### src/rtl/speed_pkg.sv
// Shared types and widths for the commutation-period speed estimator.
package speed_pkg;

  typedef enum logic [1:0] {
    IDLE,
    CLEAR,
    RUN,
    LATCH
  } fsm_state_t;

  localparam int PERIOD_W      = 32;
  localparam int DEF_AVG_SHIFT = 2;
  localparam int SUM_W         = PERIOD_W + DEF_AVG_SHIFT;
  localparam int WDOG_W        = 6;

  localparam logic [PERIOD_W-1:0] PERIOD_MAX = '1;

  // Running-sum width for a given averaging depth exponent.
  function automatic int sum_width(input int shift);
    return PERIOD_W + shift;
  endfunction

endpackage

### src/rtl/speed_period_sequencer_ring.sv
// Circular buffer of the last 2^AVG_SHIFT periods with a running sum,
// fill tracking and a never-zero truncated average.
module period_avg_ring
  import speed_pkg::*;
#(
  parameter int AVG_SHIFT = DEF_AVG_SHIFT
) (
  input  logic                clk,
  input  logic                rst_n,
  input  logic                i_clear,
  input  logic                i_push,
  input  logic [PERIOD_W-1:0] i_period,
  output logic [PERIOD_W-1:0] o_avg,
  output logic                o_full
);

  localparam int DEPTH  = 1 << AVG_SHIFT;
  localparam int PTR_W  = (AVG_SHIFT > 0) ? AVG_SHIFT : 1;
  localparam int FILL_W = AVG_SHIFT + 1;
  localparam int S_W    = sum_width(AVG_SHIFT);

  localparam logic [FILL_W-1:0] FILL_FULL = FILL_W'(DEPTH);
  localparam logic [PTR_W-1:0]  PTR_LAST  = PTR_W'(DEPTH - 1);

  logic [PERIOD_W-1:0] r_mem [DEPTH];
  logic [PTR_W-1:0]    r_wr_ptr;
  logic [FILL_W-1:0]   r_fill;
  logic [S_W-1:0]      r_sum;

  logic [PERIOD_W-1:0] w_oldest;
  logic [S_W-1:0]      w_sum_next;
  logic [PERIOD_W-1:0] w_avg_raw;

  // Until the ring is full the slot being overwritten holds nothing counted in the sum.
  assign w_oldest   = o_full ? r_mem[r_wr_ptr] : '0;
  assign w_sum_next = r_sum - S_W'(w_oldest) + S_W'(i_period);
  assign w_avg_raw  = r_sum[S_W-1:AVG_SHIFT];
  assign o_avg      = (w_avg_raw == '0) ? PERIOD_W'(1) : w_avg_raw;
  assign o_full     = (r_fill == FILL_FULL);

  always_ff @(posedge clk) begin
    if (i_push && !i_clear) begin
      r_mem[r_wr_ptr] <= i_period;
    end
  end

  always_ff @(posedge clk or negedge rst_n) begin
    if (!rst_n) begin
      r_wr_ptr <= '0;
      r_fill   <= '0;
      r_sum    <= '0;
    end else if (i_clear) begin
      r_wr_ptr <= '0;
      r_fill   <= '0;
      r_sum    <= '0;
    end else if (i_push) begin
      r_wr_ptr <= (r_wr_ptr == PTR_LAST) ? '0 : r_wr_ptr + PTR_W'(1);
      if (!o_full) begin
        r_fill <= r_fill + FILL_W'(1);
      end
      r_sum <= w_sum_next;
    end
  end

endmodule

### src/rtl/speed_period_sequencer.sv
// Commutation period measurement, moving average and divider sequencing
// that turns the average period into a latched speed estimate.
module speed_period_sequencer
  import speed_pkg::*;
#(
  parameter logic [31:0]       RPM_CONST   = 32'd3_000_000_000,
  parameter int                AVG_SHIFT   = 2,
  parameter logic [31:0]       MIN_PERIOD  = 32'd500,
  parameter logic [31:0]       STALL_LIMIT = 32'd50_000_000,
  parameter logic [WDOG_W-1:0] DIV_WDOG    = 6'd48
) (
  input  logic        clk,
  input  logic        rst_n,
  input  logic        i_comm_edge,
  input  logic [31:0] i_div_quotient,
  input  logic        i_div_done,
  output logic        o_div_reset,
  output logic        o_div_start,
  output logic [31:0] o_div_dividend,
  output logic [31:0] o_div_divisor,
  output logic [31:0] o_speed,
  output logic        o_speed_valid,
  output logic        o_speed_update,
  output logic        o_stalled,
  output logic        o_div_error
);

  logic [PERIOD_W-1:0] r_count;
  logic                r_stalled;
  logic                r_req;

  fsm_state_t          r_state;
  logic                r_div_reset;
  logic                r_div_start;
  logic [31:0]         r_divisor;
  logic [31:0]         r_speed;
  logic                r_speed_valid;
  logic                r_speed_update;
  logic                r_div_error;
  logic                r_pending;
  logic                r_discard;
  logic [WDOG_W-1:0]   r_wdog;

  logic [PERIOD_W-1:0] w_count_inc;
  logic                w_edge_live;
  logic                w_exit;
  logic                w_accept;
  logic                w_stall_hit;
  logic [PERIOD_W-1:0] w_avg;
  logic                w_full;
  logic                w_request;
  logic                w_wdog_expire;
  logic                w_service;
  logic                w_busy_next;

  assign w_count_inc = (r_count == PERIOD_MAX) ? r_count : r_count + 32'd1;
  assign w_edge_live = i_comm_edge && (r_count >= MIN_PERIOD);
  assign w_exit      = i_comm_edge && r_stalled;
  assign w_accept    = w_edge_live && !r_stalled;
  assign w_stall_hit = !r_stalled && !w_edge_live && (w_count_inc >= STALL_LIMIT);

  always_ff @(posedge clk or negedge rst_n) begin
    if (!rst_n) begin
      r_count   <= '0;
      r_stalled <= 1'b0;
      r_req     <= 1'b0;
    end else begin
      r_req   <= w_accept;
      r_count <= (w_edge_live || w_exit) ? PERIOD_W'(1) : w_count_inc;
      if (w_exit) begin
        r_stalled <= 1'b0;
      end else if (w_stall_hit) begin
        r_stalled <= 1'b1;
      end
    end
  end

  period_avg_ring #(
    .AVG_SHIFT (AVG_SHIFT)
  ) u_ring (
    .clk      (clk),
    .rst_n    (rst_n),
    .i_clear  (w_stall_hit),
    .i_push   (w_accept),
    .i_period (r_count),
    .o_avg    (w_avg),
    .o_full   (w_full)
  );

  // r_req lines up with the ring update, so w_full already includes the new period.
  assign w_request     = r_req && w_full;
  assign w_wdog_expire = (r_state == RUN) && !i_div_done && (r_wdog == DIV_WDOG - 6'd1);
  assign w_service     = (r_state == IDLE) && (w_request || r_pending);
  assign w_busy_next   = w_service || (r_state == CLEAR) || ((r_state == RUN) && !w_wdog_expire);

  always_ff @(posedge clk or negedge rst_n) begin
    if (!rst_n) begin
      r_state        <= IDLE;
      r_div_reset    <= 1'b1;
      r_div_start    <= 1'b0;
      r_divisor      <= '0;
      r_speed        <= '0;
      r_speed_valid  <= 1'b0;
      r_speed_update <= 1'b0;
      r_div_error    <= 1'b0;
      r_pending      <= 1'b0;
      r_discard      <= 1'b0;
      r_wdog         <= '0;
    end else begin
      r_speed_update <= 1'b0;
      r_div_reset    <= 1'b0;
      if (w_request && (r_state != IDLE)) begin
        r_pending <= 1'b1;
      end
      case (r_state)
        IDLE: begin
          if (w_service) begin
            r_divisor   <= w_avg;
            r_pending   <= 1'b0;
            r_div_reset <= 1'b1;
            r_state     <= CLEAR;
          end
        end
        CLEAR: begin
          r_div_start <= 1'b1;
          r_wdog      <= '0;
          r_state     <= RUN;
        end
        RUN: begin
          if (i_div_done) begin
            r_div_start <= 1'b0;
            r_state     <= LATCH;
          end else if (w_wdog_expire) begin
            r_div_start <= 1'b0;
            r_div_error <= 1'b1;
            r_discard   <= 1'b0;
            r_state     <= IDLE;
          end else begin
            r_wdog <= r_wdog + 6'd1;
          end
        end
        LATCH: begin
          if (!r_discard && !w_stall_hit) begin
            r_speed        <= i_div_quotient;
            r_speed_update <= 1'b1;
            r_speed_valid  <= 1'b1;
          end
          r_discard <= 1'b0;
          r_state   <= IDLE;
        end
        default: r_state <= IDLE;
      endcase
      // A stall overrides any latch and poisons a division still in flight.
      if (w_stall_hit) begin
        r_speed        <= '0;
        r_speed_valid  <= 1'b0;
        r_speed_update <= 1'b1;
        r_pending      <= 1'b0;
        r_discard      <= w_busy_next;
      end
    end
  end

  assign o_div_reset    = r_div_reset;
  assign o_div_start    = r_div_start;
  assign o_div_dividend = RPM_CONST;
  assign o_div_divisor  = r_divisor;
  assign o_speed        = r_speed;
  assign o_speed_valid  = r_speed_valid;
  assign o_speed_update = r_speed_update;
  assign o_stalled      = r_stalled;
  assign o_div_error    = r_div_error;

endmodule
### config.mk
export PLATFORM = sky130hd
export DESIGN_NAME = speed_period_sequencer
export DESIGN_NICKNAME = d
export VERILOG_FILES = /design/src/rtl/speed_pkg.sv /design/src/rtl/speed_period_sequencer_ring.sv /design/src/rtl/speed_period_sequencer.sv
export SDC_FILE = /design/constraint.sdc
export NUM_CORES = 1
export LEC_CHECK = 0
export BUFFER_PORTS_ARGS = -buffer_cell sky130_fd_sc_hd__buf_2
export CORE_ASPECT_RATIO = 1.1
export CORE_MARGIN = 4
export CORE_UTILIZATION = 62
export CTS_BUF_LIST = sky130_fd_sc_hd__clkbuf_2 sky130_fd_sc_hd__clkbuf_4 sky130_fd_sc_hd__clkbuf_8
export DETAILED_ROUTE_END_ITERATION = 6
export PLACE_DENSITY = 0.87
export SYNTH_ARGS = -nofsm -noshare
export SYNTH_HDL_FRONTEND = slang
export SYNTH_SLANG_ARGS = --single-unit
### constraint.sdc
create_clock -name clk -period 6.3 [get_ports clk]
set_input_delay 0.315 -clock clk [delete_from_list [all_inputs] [get_ports clk]]
set_output_delay 0.315 -clock clk [all_outputs]
set_load 0.1 [all_outputs]
After elaboration in Yosys (flattened, before gate mapping)
Memories as Yosys holds them, arrays and structs flattened.
Cells that the tools add are included.

storage, ports and cells
  bits in registers = 152
  bits in latches = 0
  memory bits (writable) = 128
  memory bits (read-only) = 0
  input bits = 36
  output and inout port bits = 102
  word-level logic and storage cells = 125
  memories kept = 1

cells by class
  $add $sub $neg = 6
  multiply operators = 0
  divide/modulo/power cells = 0
  $lt $le $gt $ge = 2
  equality and inequality tests = 14
  shift-type cells = 0
  muxes and demuxes = 44
  bitwise gates (word level) = 1
  reductions and logical operators = 40

memories
  memory        depth  width  rd ports  clocked after memory_dff  wr ports  line                               source
  u_ring.r_mem  4      32     1         0                         1         speed_period_sequencer_ring.sv:25  logic [PERIOD_W-1:0] r_mem [DEPTH];

operators with widths
  operator                 number
  $mux W32                 7
  $mux W34                 2
  $add A34 B32 Y34         1
  $sub A34 B32 Y34         1
  $add A32 B1 Y32 const B  1
  $eq A32 B32 Y1 const B   1
  $ge A32 B26 Y1 const B   1
  $ge A32 B9 Y1 const B    1
  $logic_not A32 Y1        1
  $mux W1                  20
  $logic_and A1 B1 Y1      13
  $mux W2                  6
  $mux W6                  2
  $pmux W6 S2              1
  $reduce_bool A2 Y1       6
  $reduce_and A2 Y1        5
  $mux W3                  3
  $reduce_and A3 Y1        3
  $pmux W2 S4              1
  $add A6 B1 Y6 const B    1
  $eq A2 B2 Y1 const B     3
  $eq A6 B6 Y1 const B     1
  $logic_not A1 Y1         6
  $ne A2 B2 Y1 const B     3
  12 further kinds         17

Logic depth before layout (Yosys ltp)
Gate-level depths: netlist of the first run.

  depth in word-level cells = 10
  depth in mapped cells = 16
  gate-level depth less buffers = 16

Modules after synthesis
A second synthesis of the first run with hierarchy kept.

second synthesis, totals
  cell total of the unflattened synthesis = 1470
  area total of the unflattened synthesis = 15651.3 µm²

modules (own cells, without submodules)
  module                  times used  cells each  area an instance (µm²)  sequential area each (µm²)
  period_avg_ring         1           825         9733.1                  4819.6
  speed_period_sequencer  1           645         5918.2                  2829.0

Worst setup path before layout of the first run
Ideal clock, no wire load.

  path type = reg-to-reg
  from = reg u_ring.r_wr_ptr[0]
  to = reg u_ring.r_sum[33]
  library setup time = 0.086 ns
  arrival = 4.583 ns
  data required time = 6.214 ns
  path slack = 1.631 ns
  stages on the path, launching flop included = 17
  path buffers = 2
  clock period less this slack = 4.669 ns
  cells stage by stage = dfrtp_1 > clkbuf_1 > buf_1 > mux4_2 > and3_1 > fa_1 > inv_1 > ha_1 > nand2_1 > a2111o_1 > nand2_1 > a21oi_1 > o31a_1 > o21ai_0 > o22ai_1 > o2111a_1 > nor3_1

between the ends
  cells in the longest elaborated chain, start to end = 6

ends and longest elaborated chain
  element                 line                               source
  from (decl)             speed_period_sequencer_ring.sv:26  logic [PTR_W-1:0] r_wr_ptr;
  from (signal assigned)  speed_period_sequencer_ring.sv:57  r_wr_ptr <= (r_wr_ptr == PTR_LAST) ? '0 : r_wr_ptr + PTR_W'(1);
  $mem_v2 Z4 W32          -
  $mux W32                speed_period_sequencer_ring.sv:35  assign w_oldest = o_full ? r_mem[r_wr_ptr] : '0;
  $sub A34 B32 Y34        speed_period_sequencer_ring.sv:36  assign w_sum_next = r_sum - S_W'(w_oldest) + S_W'(i_period);
  $add A34 B32 Y34        speed_period_sequencer_ring.sv:36
  $mux W34                speed_period_sequencer_ring.sv:56  end else if (i_push) begin
  $mux W34                speed_period_sequencer_ring.sv:52  end else if (i_clear) begin
  to (signal assigned)    speed_period_sequencer_ring.sv:61  r_sum <= w_sum_next;
  to (decl)               speed_period_sequencer_ring.sv:28  logic [S_W-1:0] r_sum;

Every way passes these cells. The select of a mux whose other input is x is not followed.
A chain may end at the register's enable or synchronous reset.

Worst setup path after layout of the first run
Same ends and word-level chain as after synthesis.

==> impl_metrics.env, run 1 <==
export IMPL_outcome="complete, no violations"
export IMPL_worst_ep_required_time_ns=6.78
export IMPL_min_path_type="in2reg"
export IMPL_crit_fanout=11
export IMPL_cp_slowest_stage_delay_ns=0.58
export IMPL_post_cts_buffers=0
export IMPL_clkLatencyLatePin_ns=0.57
export IMPL_global_route_usage_met3_pct=5.37
export IMPL_average_cell_area_after_synthesis_um2=10.9
export IMPL_synthCells=1370
export IMPL_track_usage_pct=27.0
export IMPL_worstSetupPathType="reg2reg"
export IMPL_leading_cell_type_in_the_layout_fill_and_taps_excluded="sky130_fd_sc_hd__nand2_1"
export IMPL_final_cell_mix="167 x sky130_fd_sc_hd__nand2_1, 151 x sky130_fd_sc_hd__inv_1, 150 x sky130_fd_sc_hd__dfrtp_1"
export IMPL_post_route_drc_count=0
export IMPL_cts_sinks=280
export IMPL_placedCellCount=1734
export IMPL_drt_iter0_markers=1300
export IMPL_die_y_um=170
export IMPL_setup_skew_after_layout_ns=0.0286
export IMPL_grt_first_pass_wirelength_um=56500
export IMPL_start_util_pct=62.9
export IMPL_synth_seq_area_share_pct=51.4
export IMPL_worst_slew_margin_rel_pct=20.9
export IMPL_power_density_cell_area_nw_per_um2=526
export IMPL_vdd_ir_drop_max_mv=0.270
export IMPL_setup_total_negative_slack_ns=0
export IMPL_timing_fmax_ghz=0.208
export IMPL_period_share_pct=76.2
export IMPL_crit_path_cell_trace="buf_4, mux4_2, and3_1, fa_1, inv_1, ha_1, a21oi_1, a2111o_1, nand2_1, a21oi_1, o31a_1, o21ai_0, o22ai_1, o2111a_1, nor3_1"
export IMPL_num_io_pins=138
export IMPL_totalPowerFinal_w=0.00875
export IMPL_path_buf_inv=2
export IMPL_timing_critical_path_to_type="flop"
export IMPL_finish_net_count=1617
export IMPL_place_gp_congestion=0.922
export IMPL_die_width_um=156
export IMPL_ys_seq_elements=280
export IMPL_max_slew_worst_pin_slew_ns=1.18
export IMPL_cts_tree="done"
export IMPL_layout_area_overhead_pct=12.0
export IMPL_synth_lib_cells_used_distinct=72
export IMPL_layout_min_cycle_time_ns=4.80
export IMPL_dominantRegCellSynth="sky130_fd_sc_hd__dfrtp_1"
export IMPL_most_used_routing_layer_in_global_routing="met2"
export IMPL_gr_usage_met1_pct=35.6
export IMPL_dr_total_vias=11000
export IMPL_dieArea_um2=26500
export IMPL_antenna_diode_count=0
export IMPL_critical_path_startpoint_type="flop"
export IMPL_final_max_slew_violation_count=0
export IMPL_endpoints_failing_setup=0
export IMPL_post_cts_resized_instances=0
export IMPL_vias_per_cell=5.99
export IMPL_setup_repair_after_global_routing_missed_its_margin="false"
export IMPL_hpwlAfterDp_um=24500
export IMPL_drv_max_cap_violation_count=0
export IMPL_combined_area_of_all_synthesized_cells_um2=14900
export IMPL_numPortBuffers=105
export IMPL_cts_htree_levels=2
export IMPL_gr_usage_met2_pct=43.9
export IMPL_grt_pass1_vias=10900
export IMPL_drt_pass_1_iters=6
export IMPL_critical_path_most_common_cell="sky130_fd_sc_hd__a21oi_1"
export IMPL_finalNonFillerCells=1838
export IMPL_routed_wl_um=36000
export IMPL_hold_viol_final=0
export IMPL_hold_slack_ns=0.0323
export IMPL_cts_buffers_inserted=44
export IMPL_route_antenna_remaining_nets=0
export IMPL_antenna_violations_before_repair=0
export IMPL_num_fill_cells=1541
export IMPL_std_cell_rows=59
export IMPL_synth_edff_count=128
export IMPL_grt_start_max_net_pins=84
export IMPL_postSynth_asyncResetShare_pct=54.3
export IMPL_static_leakage_power_nw=7.45
export IMPL_routedWlPerCell_um=19.6
export IMPL_timing_critical_path_max_delay_family="compound AO/OA/AOI/OAI gates"
export IMPL_synth_yosys_warnings=0
export IMPL_core_area_um2=23600
export IMPL_critical_path_slowest_cell="sky130_fd_sc_hd__dfrtp_2"
export IMPL_cts_root_buf="sky130_fd_sc_hd__clkbuf_8"
export IMPL_path_clk_slew_ns=0.06
export IMPL_timing_critical_path_arrival_ns=5.28
export IMPL_fraction_of_layout_instances_using_a_drive_strength_above_1_pct=16.2
export IMPL_grt_overflow_total=0
export IMPL_cts_root_to_sink_buffers=3
-- power by group --
part | total [W] | switching [W] | internal [W] | leakage (nW)
sequential | 0.00249 | 0.000282 | 0.00221 | 3.17
combinational | 0.00471 | 0.00314 | 0.00157 | 3.80
clock | 0.00155 | 0.000721 | 0.000833 | 0.472
total | 0.00875 | 0.00414 | 0.00461 | 7.45
-- per-stage QoR --
step                setup slack (ns)  cell area, µm²  utilization [%]
CTS                             1.53           16700             70.5
floorplan                       1.63           15000                -
finish                          1.50           16700             70.5
detailed placement              1.58           15500             65.7
global placement                1.72           15500             65.7
global route                    1.18           16700             70.5
-- worst register-to-register path: stages, from the launching register on --
cell	delay (ns)
sky130_fd_sc_hd__dfrtp_2	0.58
sky130_fd_sc_hd__buf_4	0.31
sky130_fd_sc_hd__mux4_2	0.54
sky130_fd_sc_hd__and3_1	0.22
sky130_fd_sc_hd__fa_1	0.48
sky130_fd_sc_hd__inv_1	0.05
sky130_fd_sc_hd__ha_1	0.35
sky130_fd_sc_hd__a21oi_1	0.10
sky130_fd_sc_hd__a2111o_1	0.42
sky130_fd_sc_hd__nand2_1	0.18
sky130_fd_sc_hd__a21oi_1	0.15
sky130_fd_sc_hd__o31a_1	0.35
sky130_fd_sc_hd__o21ai_0	0.34
sky130_fd_sc_hd__o22ai_1	0.19
sky130_fd_sc_hd__o2111a_1	0.28
sky130_fd_sc_hd__nor3_1	0.18
-- cells in the mapped netlist (6+ instances only) --
cell type,instances,area share (%)
sky130_fd_sc_hd__nor2_1,76,1.9
sky130_fd_sc_hd__dfrtp_1,151,25
sky130_fd_sc_hd__nand2b_1,8,0.34
sky130_fd_sc_hd__nor3_1,23,0.77
sky130_fd_sc_hd__mux2i_1,6,0.40
sky130_fd_sc_hd__nand2_1,167,4.2
sky130_fd_sc_hd__fa_1,32,4.3
sky130_fd_sc_hd__nand4_1,18,0.76
sky130_fd_sc_hd__buf_4,37,1.9
sky130_fd_sc_hd__a21oi_1,83,2.8
sky130_fd_sc_hd__and3_1,42,1.8
sky130_fd_sc_hd__nor4_1,23,0.97
sky130_fd_sc_hd__clkbuf_1,45,1.1
sky130_fd_sc_hd__mux4_2,32,4.8
sky130_fd_sc_hd__edfxtp_1,128,26
sky130_fd_sc_hd__o21ai_0,53,1.8
sky130_fd_sc_hd__and2_1,9,0.38
sky130_fd_sc_hd__inv_1,151,3.8
sky130_fd_sc_hd__or3_1,7,0.29
sky130_fd_sc_hd__o21bai_1,6,0.30
sky130_fd_sc_hd__o22ai_1,23,0.97
sky130_fd_sc_hd__a21o_1,12,0.61
sky130_fd_sc_hd__nand3_1,24,0.81
sky130_fd_sc_hd__ha_1,49,4.1
sky130_fd_sc_hd__a211oi_1,7,0.35
sky130_fd_sc_hd__xor2_1,13,0.77
sky130_fd_sc_hd__a31oi_1,10,0.42
sky130_fd_sc_hd__xnor2_1,45,2.7
sky130_fd_sc_hd__nor2b_1,6,0.25
sky130_fd_sc_hd__o31ai_1,6,0.30
-- path summary, 6_finish.rpt --
path	slack, ns	startpoint	to	cells after the start
max in group asynchronous	4.54	rst_n	o_speed[2]	3
worst max-delay path	1.50	u_ring.r_wr_ptr[0]	u_ring.r_sum[33]	15
worst min register to register	0.47	o_div_divisor[27]	o_div_divisor[27]	2
worst max register to register	1.50	u_ring.r_wr_ptr[0]	u_ring.r_sum[33]	15
worst min-delay path	0.03	i_div_quotient[6]	o_speed[6]	3
min in group asynchronous	0.39	rst_n	u_ring.r_sum[15]	2
-- repair_timing --
| action | CTS | global route |
|---|---|---|
| endpoints found under the setup margin | 0 | 0 |
| hold buffers | 25 | 0 |
| endpoints found under the hold margin | 106 | 0 |
-- state kept, by name (all words and copies together) (netlist names) --
name and flops:
u_ring.r_fill 3, r_wdog 6, o_div_reset 1, u_ring.r_wr_ptr 2, o_div_divisor 32, r_state 2
u_ring.r_sum 34, o_stalled 1, o_speed 32, r_req 1, r_pending 1, r_count 32
o_speed_update 1, u_ring.r_mem 128, o_div_error 1, o_speed_valid 1, r_discard 1, o_div_start 1
-- cell type report --
cell class | count | area (µm²) | share of cell area [%]
inverters | 151 | 567 | 3.40
flip-flops and latches | 280 | 7650 | 45.9
clock inverters | 17 | 120 | 0.721
repair buffers | 144 | 887 | 5.33
well taps | 305 | 382 | 2.29
clock buffers | 62 | 766 | 4.60
multi-input cells | 879 | 6280 | 37.7
-- metal layers --
layer  share of wire [%]  wire [µm]  up-vias
li1                    -          -     4996
met1                  39      14100     5296
met2                  48      17100      600
met3                 8.9       3210      111
met4                 4.2       1520        0
met5                   0          0        -
-- cell families after synthesis --
logic type	count (synthesis)	share of synthesized area (%)
multiplexers	38	5.25
adder cells (fa/ha/maj)	81	8.43
AND/OR/NAND/NOR	426	14.0
AO/OA/AOI/OAI	244	10.3
other	2	0.0505
flip-flops	280	51.4
buffers and inverters	241	7.14
XOR/XNOR	58	3.42
Note: power is estimated with default switching activity, not from simulation.
==> run 2: changes to the inputs <==
Settings changed: ABC_AREA set to 1.
Clock period 6.3 ns to 4.5 ns, I/O delays scaled along.
==> run 2 against run 1 <==
- the run now ends with DRC left
- sequential power grew 47%
- clock skew shrank 0.0082 ns
- sequential share of layout area decreased by 1.9 points
- setup slack lost 0.90 ns
- global-route usage grew 4.9 points
- combinational power up 70%
- register-to-register slack got worse by 0.90 ns
- first-iteration DRC count increased by 20%
- non-clock buffer count is 19 higher
- flip-flop and latch count stayed put
- area after synthesis is 3.1% higher
- critical path type unchanged
- highest routed layer is now met5
==> impl_metrics.env, run 2 <==
export IMPL_critical_path_startpoint_type="flop"
export IMPL_layout_area_overhead_pct=13.4
export IMPL_place_gp_congestion=1.04
export IMPL_post_cts_resized_instances=0
export IMPL_max_ffs_per_register=128
export IMPL_drv_max_cap_violation_count=0
export IMPL_num_fill_cells=1778
export IMPL_route_antenna_remaining_nets=0
export IMPL_violated_checks="DRC"
export IMPL_timing_critical_path_arrival_ns=4.34
export IMPL_dieArea_um2=27300
export IMPL_routedWlPerCell_um=19.0
export IMPL_core_area_um2=24400
export IMPL_die_width_um=158
export IMPL_power_density_cell_area_nw_per_um2=812
export IMPL_finish_net_count=2061
export IMPL_dr_total_vias=13500
export IMPL_dp_worst_setup_slack_ns=0.751
export IMPL_cts_tree="done"
export IMPL_cts_root_to_sink_buffers=3
export IMPL_worst_ep_required_time_ns=4.94
export IMPL_cts_root_buf="sky130_fd_sc_hd__clkbuf_8"
export IMPL_grt_overflow_total=0
export IMPL_final_cell_mix="333 x sky130_fd_sc_hd__nand2_1, 253 x sky130_fd_sc_hd__nor2_1, 226 x sky130_fd_sc_hd__inv_1"
export IMPL_num_io_pins=138
export IMPL_gr_usage_met2_pct=50.2
export IMPL_track_usage_pct=31.9
export IMPL_cts_buffers_inserted=45
export IMPL_hold_viol_final=0
export IMPL_path_clk_slew_ns=0.07
export IMPL_start_util_pct=62.8
export IMPL_hpwlAfterDp_um=29900
export IMPL_most_used_routing_layer_in_global_routing="met2"
export IMPL_post_synth_main_area_contributors="sky130_fd_sc_hd__edfxtp_1 25%, sky130_fd_sc_hd__dfrtp_1 25%, sky130_fd_sc_hd__nand2_1 8.2%, sky130_fd_sc_hd__nor2_1 6.3%, sky130_fd_sc_hd__inv_1 5.5%"
export IMPL_synthCells=1798
export IMPL_static_leakage_power_nw=8.27
export IMPL_dominantRegCellSynth="sky130_fd_sc_hd__dfrtp_1"
export IMPL_min_path_type="in2reg"
export IMPL_antenna_violations_before_repair=2
export IMPL_clkLatencyLatePin_ns=0.58
export IMPL_grt_pass1_vias=13100
export IMPL_placedCellCount=2174
export IMPL_synth_lib_cells_used_distinct=46
export IMPL_global_route_usage_met3_pct=5.63
export IMPL_fin_ws_ns=0.595
export IMPL_leading_cell_type_in_the_layout_fill_and_taps_excluded="sky130_fd_sc_hd__nand2_1"
export IMPL_netlist_top_cells_count="334 x sky130_fd_sc_hd__nand2_1, 258 x sky130_fd_sc_hd__nor2_1, 226 x sky130_fd_sc_hd__inv_1"
export IMPL_timing_critical_path_to_type="flop"
export IMPL_cts_sinks=280
export IMPL_worst_slew_margin_rel_pct=30.9
export IMPL_vias_per_cell=5.91
export IMPL_grt_start_max_net_pins=66
export IMPL_post_route_drc_count=19
export IMPL_postSynth_asyncResetShare_pct=54.3
export IMPL_layout_top_registers="u_ring.r_mem: 128 flops, u_ring.r_sum: 34 flops"
export IMPL_setup_total_negative_slack_ns=0
export IMPL_synth_largest_area_cell="sky130_fd_sc_hd__edfxtp_1"
export IMPL_ys_seq_elements=280
export IMPL_worstSetupPathType="reg2reg"
export IMPL_numPortBuffers=105
export IMPL_drt_pass_1_iters=7
export IMPL_cts_htree_levels=2
export IMPL_crit_fanout=34
export IMPL_synth_edff_count=128
export IMPL_fraction_of_layout_instances_using_a_drive_strength_above_1_pct=11.7
export IMPL_timing_fmax_ghz=0.256
export IMPL_post_cts_hold_buffer_count=33
export IMPL_synth_seq_area_share_pct=49.9
export IMPL_yosysMostFrequentCell="sky130_fd_sc_hd__nand2_1"
export IMPL_layout_min_cycle_time_ns=3.91
export IMPL_std_cell_rows=60
export IMPL_average_cell_area_after_synthesis_um2=8.52
export IMPL_post_cts_buffers=0
export IMPL_register_with_the_highest_flop_count="u_ring.r_mem"
export IMPL_gr_usage_met1_pct=42.1
export IMPL_outcome="finished, violations left"
export IMPL_final_max_slew_violation_count=0
export IMPL_routed_wl_um=43500
export IMPL_vdd_ir_drop_max_mv=0.691
export IMPL_grt_first_pass_wirelength_um=68700
export IMPL_setup_skew_after_layout_ns=0.0205
export IMPL_period_share_pct=86.8
export IMPL_synth_top_area_share_pct=25.1
export IMPL_max_slew_worst_pin_slew_ns=1.04
export IMPL_synth_yosys_warnings=0
export IMPL_combined_area_of_all_synthesized_cells_um2=15300
export IMPL_drt_iter0_markers=1560
export IMPL_endpoints_failing_setup=0
export IMPL_setup_repair_after_global_routing_missed_its_margin="false"
export IMPL_die_y_um=173
export IMPL_finalNonFillerCells=2289
==> run 2: logic make-up (layout without fill, tap and decap cells) <==
kind of cell | count (synthesis) | in the layout | share of synthesized area, %
XOR/XNOR | 6 | 6 | 0.343
buffers and inverters | 323 | 473 | 8.98
other | 2 | 33 | 0.0490
adder cells (fa/ha/maj) | 81 | 81 | 8.18
flip-flops | 280 | 280 | 49.9
AND/OR/NAND/NOR | 810 | 810 | 22.3
AO/OA/AOI/OAI | 296 | 296 | 10.2
==> run 2: report_power, final <==
part	switching [W]	leakage [nW]	internal, W
Sequential	0.000396	3.12	0.00328
Clock	0.00104	0.514	0.00138
Combinational	0.00602	4.64	0.00199
==> run 2: final cells by class <==
type | instances | area [µm²] | share of cell area (%)
timing repair buffer | 163 | 1050 | 6.04
multi-input combinational | 1225 | 6430 | 37.0
tap | 310 | 388 | 2.23
antenna | 1 | 2.50 | 0.0144
clock inverter | 20 | 200 | 1.15
sequential | 280 | 7650 | 44.0
inverter | 229 | 860 | 4.95
clock buffer | 61 | 796 | 4.58
==> run 2: per-layer routing <==
layer | part of all wire (%) | up-vias | routed length, µm
met5 | 0.030 | - | 13
met4 | 6.1 | 2 | 2630
met3 | 9.9 | 182 | 4310
met2 | 47 | 846 | 20300
met1 | 37 | 6367 | 16200
li1 | - | 6127 | -
==> run 2: worst paths after layout <==
check                      slack [ns]          endpoint             start  cells past startpoint
min in group asynchronous        0.17  u_ring.r_fill[0]             rst_n                      2
hold / removal                   0.06       o_div_start        i_div_done                      4
setup reg to reg                 0.59  u_ring.r_sum[25]  u_ring.r_fill[0]                     18
setup / recovery                 0.59  u_ring.r_sum[25]  u_ring.r_fill[0]                     18
max in group asynchronous        3.10       r_count[27]             rst_n                      3
hold reg to reg                  0.48  o_div_divisor[2]  o_div_divisor[2]                      2
==> run 2: through the flow <==
stage                     power (W)  hold WS (ns)  area, µm²  util, %
final                        0.0141        0.0630      17400     71.2
after global routing         0.0150        0.0948      17400     71.2
after CTS                    0.0139        0.0203      17400     71.2
after detailed placement     0.0114         0.200      16000     65.8
after global placement       0.0112         0.194      16000     65.8
after floorplan             0.00964       -0.0706      15400        -
==> run 2: worst max-delay path, cell delays in order, from the launching register on <==
cell,delay [ns]
sky130_fd_sc_hd__dfrtp_1,0.39
sky130_fd_sc_hd__inv_1,0.06
sky130_fd_sc_hd__ha_1,0.22
sky130_fd_sc_hd__nand2_1,0.08
sky130_fd_sc_hd__buf_4,0.41
sky130_fd_sc_hd__a21oi_1,0.11
sky130_fd_sc_hd__fa_1,0.50
sky130_fd_sc_hd__inv_1,0.04
sky130_fd_sc_hd__ha_1,0.35
sky130_fd_sc_hd__a21oi_1,0.25
sky130_fd_sc_hd__nand2_1,0.15
sky130_fd_sc_hd__a31oi_1,0.24
sky130_fd_sc_hd__o21ai_0,0.26
sky130_fd_sc_hd__nand3_1,0.13
sky130_fd_sc_hd__nand2_1,0.12
sky130_fd_sc_hd__a21oi_1,0.16
sky130_fd_sc_hd__o21ai_0,0.12
sky130_fd_sc_hd__o21ai_0,0.09
sky130_fd_sc_hd__nor2_1,0.06
==> run 3: changes to the inputs <==
Settings changed: CORE_UTILIZATION 62 to 53, PLACE_DENSITY 0.87 to 0.76.
==> run 3 against run 2 <==
- the flow now finishes without violations
- routed wire length down 2.3%
- first-iteration DRC count is 21% lower
- highest routed layer is now met4
- count of clock-buffer cells in the layout increased by 12
- clock power fell by 4%
- critical path type unchanged
- critical endpoint is now u_ring.r_sum[29]
- power shrank 1.6%
- final cell count increased by 2.4%
==> impl_metrics.env, run 3 (synthesis results as in run 2) <==
export IMPL_clkLatencyLatePin_ns=0.56
export IMPL_num_fill_cells=2483
export IMPL_critical_path_startpoint_type="flop"
export IMPL_worst_r2r_startpoint="u_ring.r_wr_ptr[0]"
export IMPL_start_util_pct=53.5
export IMPL_wl_met3_um=2940
export IMPL_endpoints_failing_setup=0
export IMPL_worst_ep_required_time_ns=4.95
export IMPL_final_cell_mix="333 x sky130_fd_sc_hd__nand2_1, 253 x sky130_fd_sc_hd__nor2_1, 226 x sky130_fd_sc_hd__inv_1"
export IMPL_cts_buffers_inserted=46
export IMPL_antenna_violations_before_repair=0
export IMPL_drt_pass_1_iters=6
export IMPL_grt_pass1_vias=12300
export IMPL_routedWlPerCell_um=18.1
export IMPL_place_gp_congestion=0.942
export IMPL_post_cts_buffers=0
export IMPL_track_usage_pct=26.6
export IMPL_grt_first_pass_wirelength_um=67200
export IMPL_finish_net_count=2059
export IMPL_cts_root_buf="sky130_fd_sc_hd__clkbuf_8"
export IMPL_crit_fanout=26
export IMPL_post_route_drc_count=0
export IMPL_register_with_the_highest_flop_count="u_ring.r_mem"
export IMPL_period_share_pct=87.7
export IMPL_grt_overflow_total=0
export IMPL_max_slew_worst_pin_slew_ns=1.08
export IMPL_dr_total_vias=12900
export IMPL_cts_root_to_sink_buffers=3
export IMPL_ff_to_ff_setup_slack_ns=0.55
export IMPL_min_path_type="in2reg"
export IMPL_timing_fmax_ghz=0.253
export IMPL_numPortBuffers=105
export IMPL_min_delay_path_depth=4
export IMPL_die_width_um=170
export IMPL_netSwitchingPower_w=0.00727
export IMPL_setup_skew_after_layout_ns=0.0163
export IMPL_timing_critical_path_arrival_ns=4.39
export IMPL_fin_ws_ns=0.555
export IMPL_antenna_diode_count=0
export IMPL_grt_start_max_net_pins=81
export IMPL_p_comb_share_pct=56.7
export IMPL_setup_total_negative_slack_ns=0
export IMPL_regToRegEndpoint="u_ring.r_sum[29]"
export IMPL_cts_htree_levels=2
export IMPL_r2r_cells=19
export IMPL_die_y_um=186
export IMPL_hpwlAfterDp_um=30300
export IMPL_std_cell_rows=65
export IMPL_core_area_um2=28600
export IMPL_worst_slew_margin_rel_pct=28.0
export IMPL_worstSetupPathType="reg2reg"
export IMPL_top_layer="met4"
export IMPL_setup_repair_after_global_routing_missed_its_margin="false"
export IMPL_power_density_cell_area_nw_per_um2=795
export IMPL_static_leakage_power_nw=8.28
export IMPL_placedCellCount=2229
export IMPL_layout_min_cycle_time_ns=3.95
export IMPL_timing_hold_worst_endpoint="o_div_start"
export IMPL_fraction_of_layout_instances_using_a_drive_strength_above_1_pct=11.7
export IMPL_vdd_ir_drop_max_mv=0.813
export IMPL_final_max_slew_violation_count=0
export IMPL_holdCritStartpoint="i_div_done"
export IMPL_leading_cell_type_in_the_layout_fill_and_taps_excluded="sky130_fd_sc_hd__nand2_1"
export IMPL_cts_sinks=280
export IMPL_drv_max_cap_violation_count=0
export IMPL_clockPowerShare_pct=16.8
export IMPL_cts_tree="done"
export IMPL_dieArea_um2=31700
export IMPL_hold_viol_final=0
export IMPL_timing_critical_path_to_type="flop"
export IMPL_num_io_pins=138
export IMPL_switching_share_pct=52.4
export IMPL_layout_area_overhead_pct=13.9
export IMPL_vias_per_cell=5.53
export IMPL_outcome="complete, no violations"
export IMPL_layout_top_registers="u_ring.r_mem: 128 flops, u_ring.r_sum: 34 flops"
export IMPL_intPower_w=0.00661
export IMPL_drt_iter0_markers=1229
export IMPL_m1WireLength_um=17600
export IMPL_max_ffs_per_register=128
export IMPL_route_antenna_remaining_nets=0
export IMPL_seq_power_share_pct=26.5
export IMPL_dp_worst_setup_slack_ns=0.620
export IMPL_route_met2_wl_um=20600
export IMPL_routed_wl_um=42500
export IMPL_finalNonFillerCells=2343
export IMPL_path_clk_slew_ns=0.06
run 3: changes by cell type in the layout (fill, tap and decap cells not counted), sizes merged:
cell	previous run	this run
clkbuf	61	73
clkinv	15	6
buf	130	127
bufinv	4	2
clkinvlp	3	1
diode	1	0
inv	227	228
run 3: metal layers:
layer	GRT usage, %	vias up
met5	0	-
met2	43.7	596
li1	-	6120
met4	8.60	0
met1	36.8	6140
met3	3.41	92
run 3: worst max-delay path by stage:
stage / start / to / cells after the start
final: u_ring.r_wr_ptr[0] / u_ring.r_sum[29] / 19
after CTS: u_ring.r_wr_ptr[0] / u_ring.r_sum[29] / 19
after detailed placement: u_ring.r_wr_ptr[0] / u_ring.r_sum[29] / 19
after global placement: u_ring.r_wr_ptr[0] / u_ring.r_sum[25] / 18
after global routing: u_ring.r_wr_ptr[0] / u_ring.r_sum[21] / 18
after floorplan: r_count[5] / u_ring.r_mem[0][0] / 11
run 3: area by class of cell:
cell class	instances	area (µm²)	share of cell area, %
clock buffer	73	873	5.00
clock inverter	8	88.8	0.509
inverter	229	860	4.92
multi-input combinational	1225	6450	36.9
sequential	280	7650	43.8
tap	368	460	2.64
timing repair buffer	160	1080	6.17
run 3: through the flow:
step	power [W]	utilization [%]	hold WS (ns)	cell area (µm²)
after detailed placement	0.0114	56.5	0.325	16200
after CTS	0.0138	61.0	0.0202	17500
final	0.0139	61.0	0.0458	17500
after floorplan	0.00964	-	-0.0706	15400
after global placement	0.0113	56.5	0.321	16200
after global routing	0.0149	61.0	0.0628	17500
run 3: repair_timing:
action	4_1_cts	5_1_grt
hold buffers	33	0
endpoints found under the hold margin	110	0
gates resized for setup	0	0
run 3: power by group through the flow:
stage | combinational (W) | sequential [W] | clock (W)
final | 0.00787 | 0.00368 | 0.00233
after global routing | 0.00864 | 0.00374 | 0.00249
after CTS | 0.00779 | 0.00367 | 0.00237
after detailed placement | 0.00772 | 0.00371 | 0
after global placement | 0.00759 | 0.00369 | 0
after floorplan | 0.00408 | 0.00556 | 0
run 3: worst max-delay path, stage by stage, from the launching register on:
cell and delay (ns):
sky130_fd_sc_hd__dfrtp_2 0.55, sky130_fd_sc_hd__buf_4 0.37, sky130_fd_sc_hd__nor2_1 0.09, sky130_fd_sc_hd__nor2_1 0.09
sky130_fd_sc_hd__o21ai_0 0.08, sky130_fd_sc_hd__a21oi_1 0.34, sky130_fd_sc_hd__fa_1 0.48, sky130_fd_sc_hd__inv_1 0.11
sky130_fd_sc_hd__ha_1 0.16, sky130_fd_sc_hd__nand3_1 0.06, sky130_fd_sc_hd__nand2_1 0.13, sky130_fd_sc_hd__a31oi_1 0.14
sky130_fd_sc_hd__o21ai_0 0.48, sky130_fd_sc_hd__nand3_1 0.19, sky130_fd_sc_hd__nand2_1 0.19, sky130_fd_sc_hd__nand2_1 0.07
sky130_fd_sc_hd__nand2_1 0.09, sky130_fd_sc_hd__a21oi_1 0.06, sky130_fd_sc_hd__o21ai_0 0.08, sky130_fd_sc_hd__nand2_1 0.07
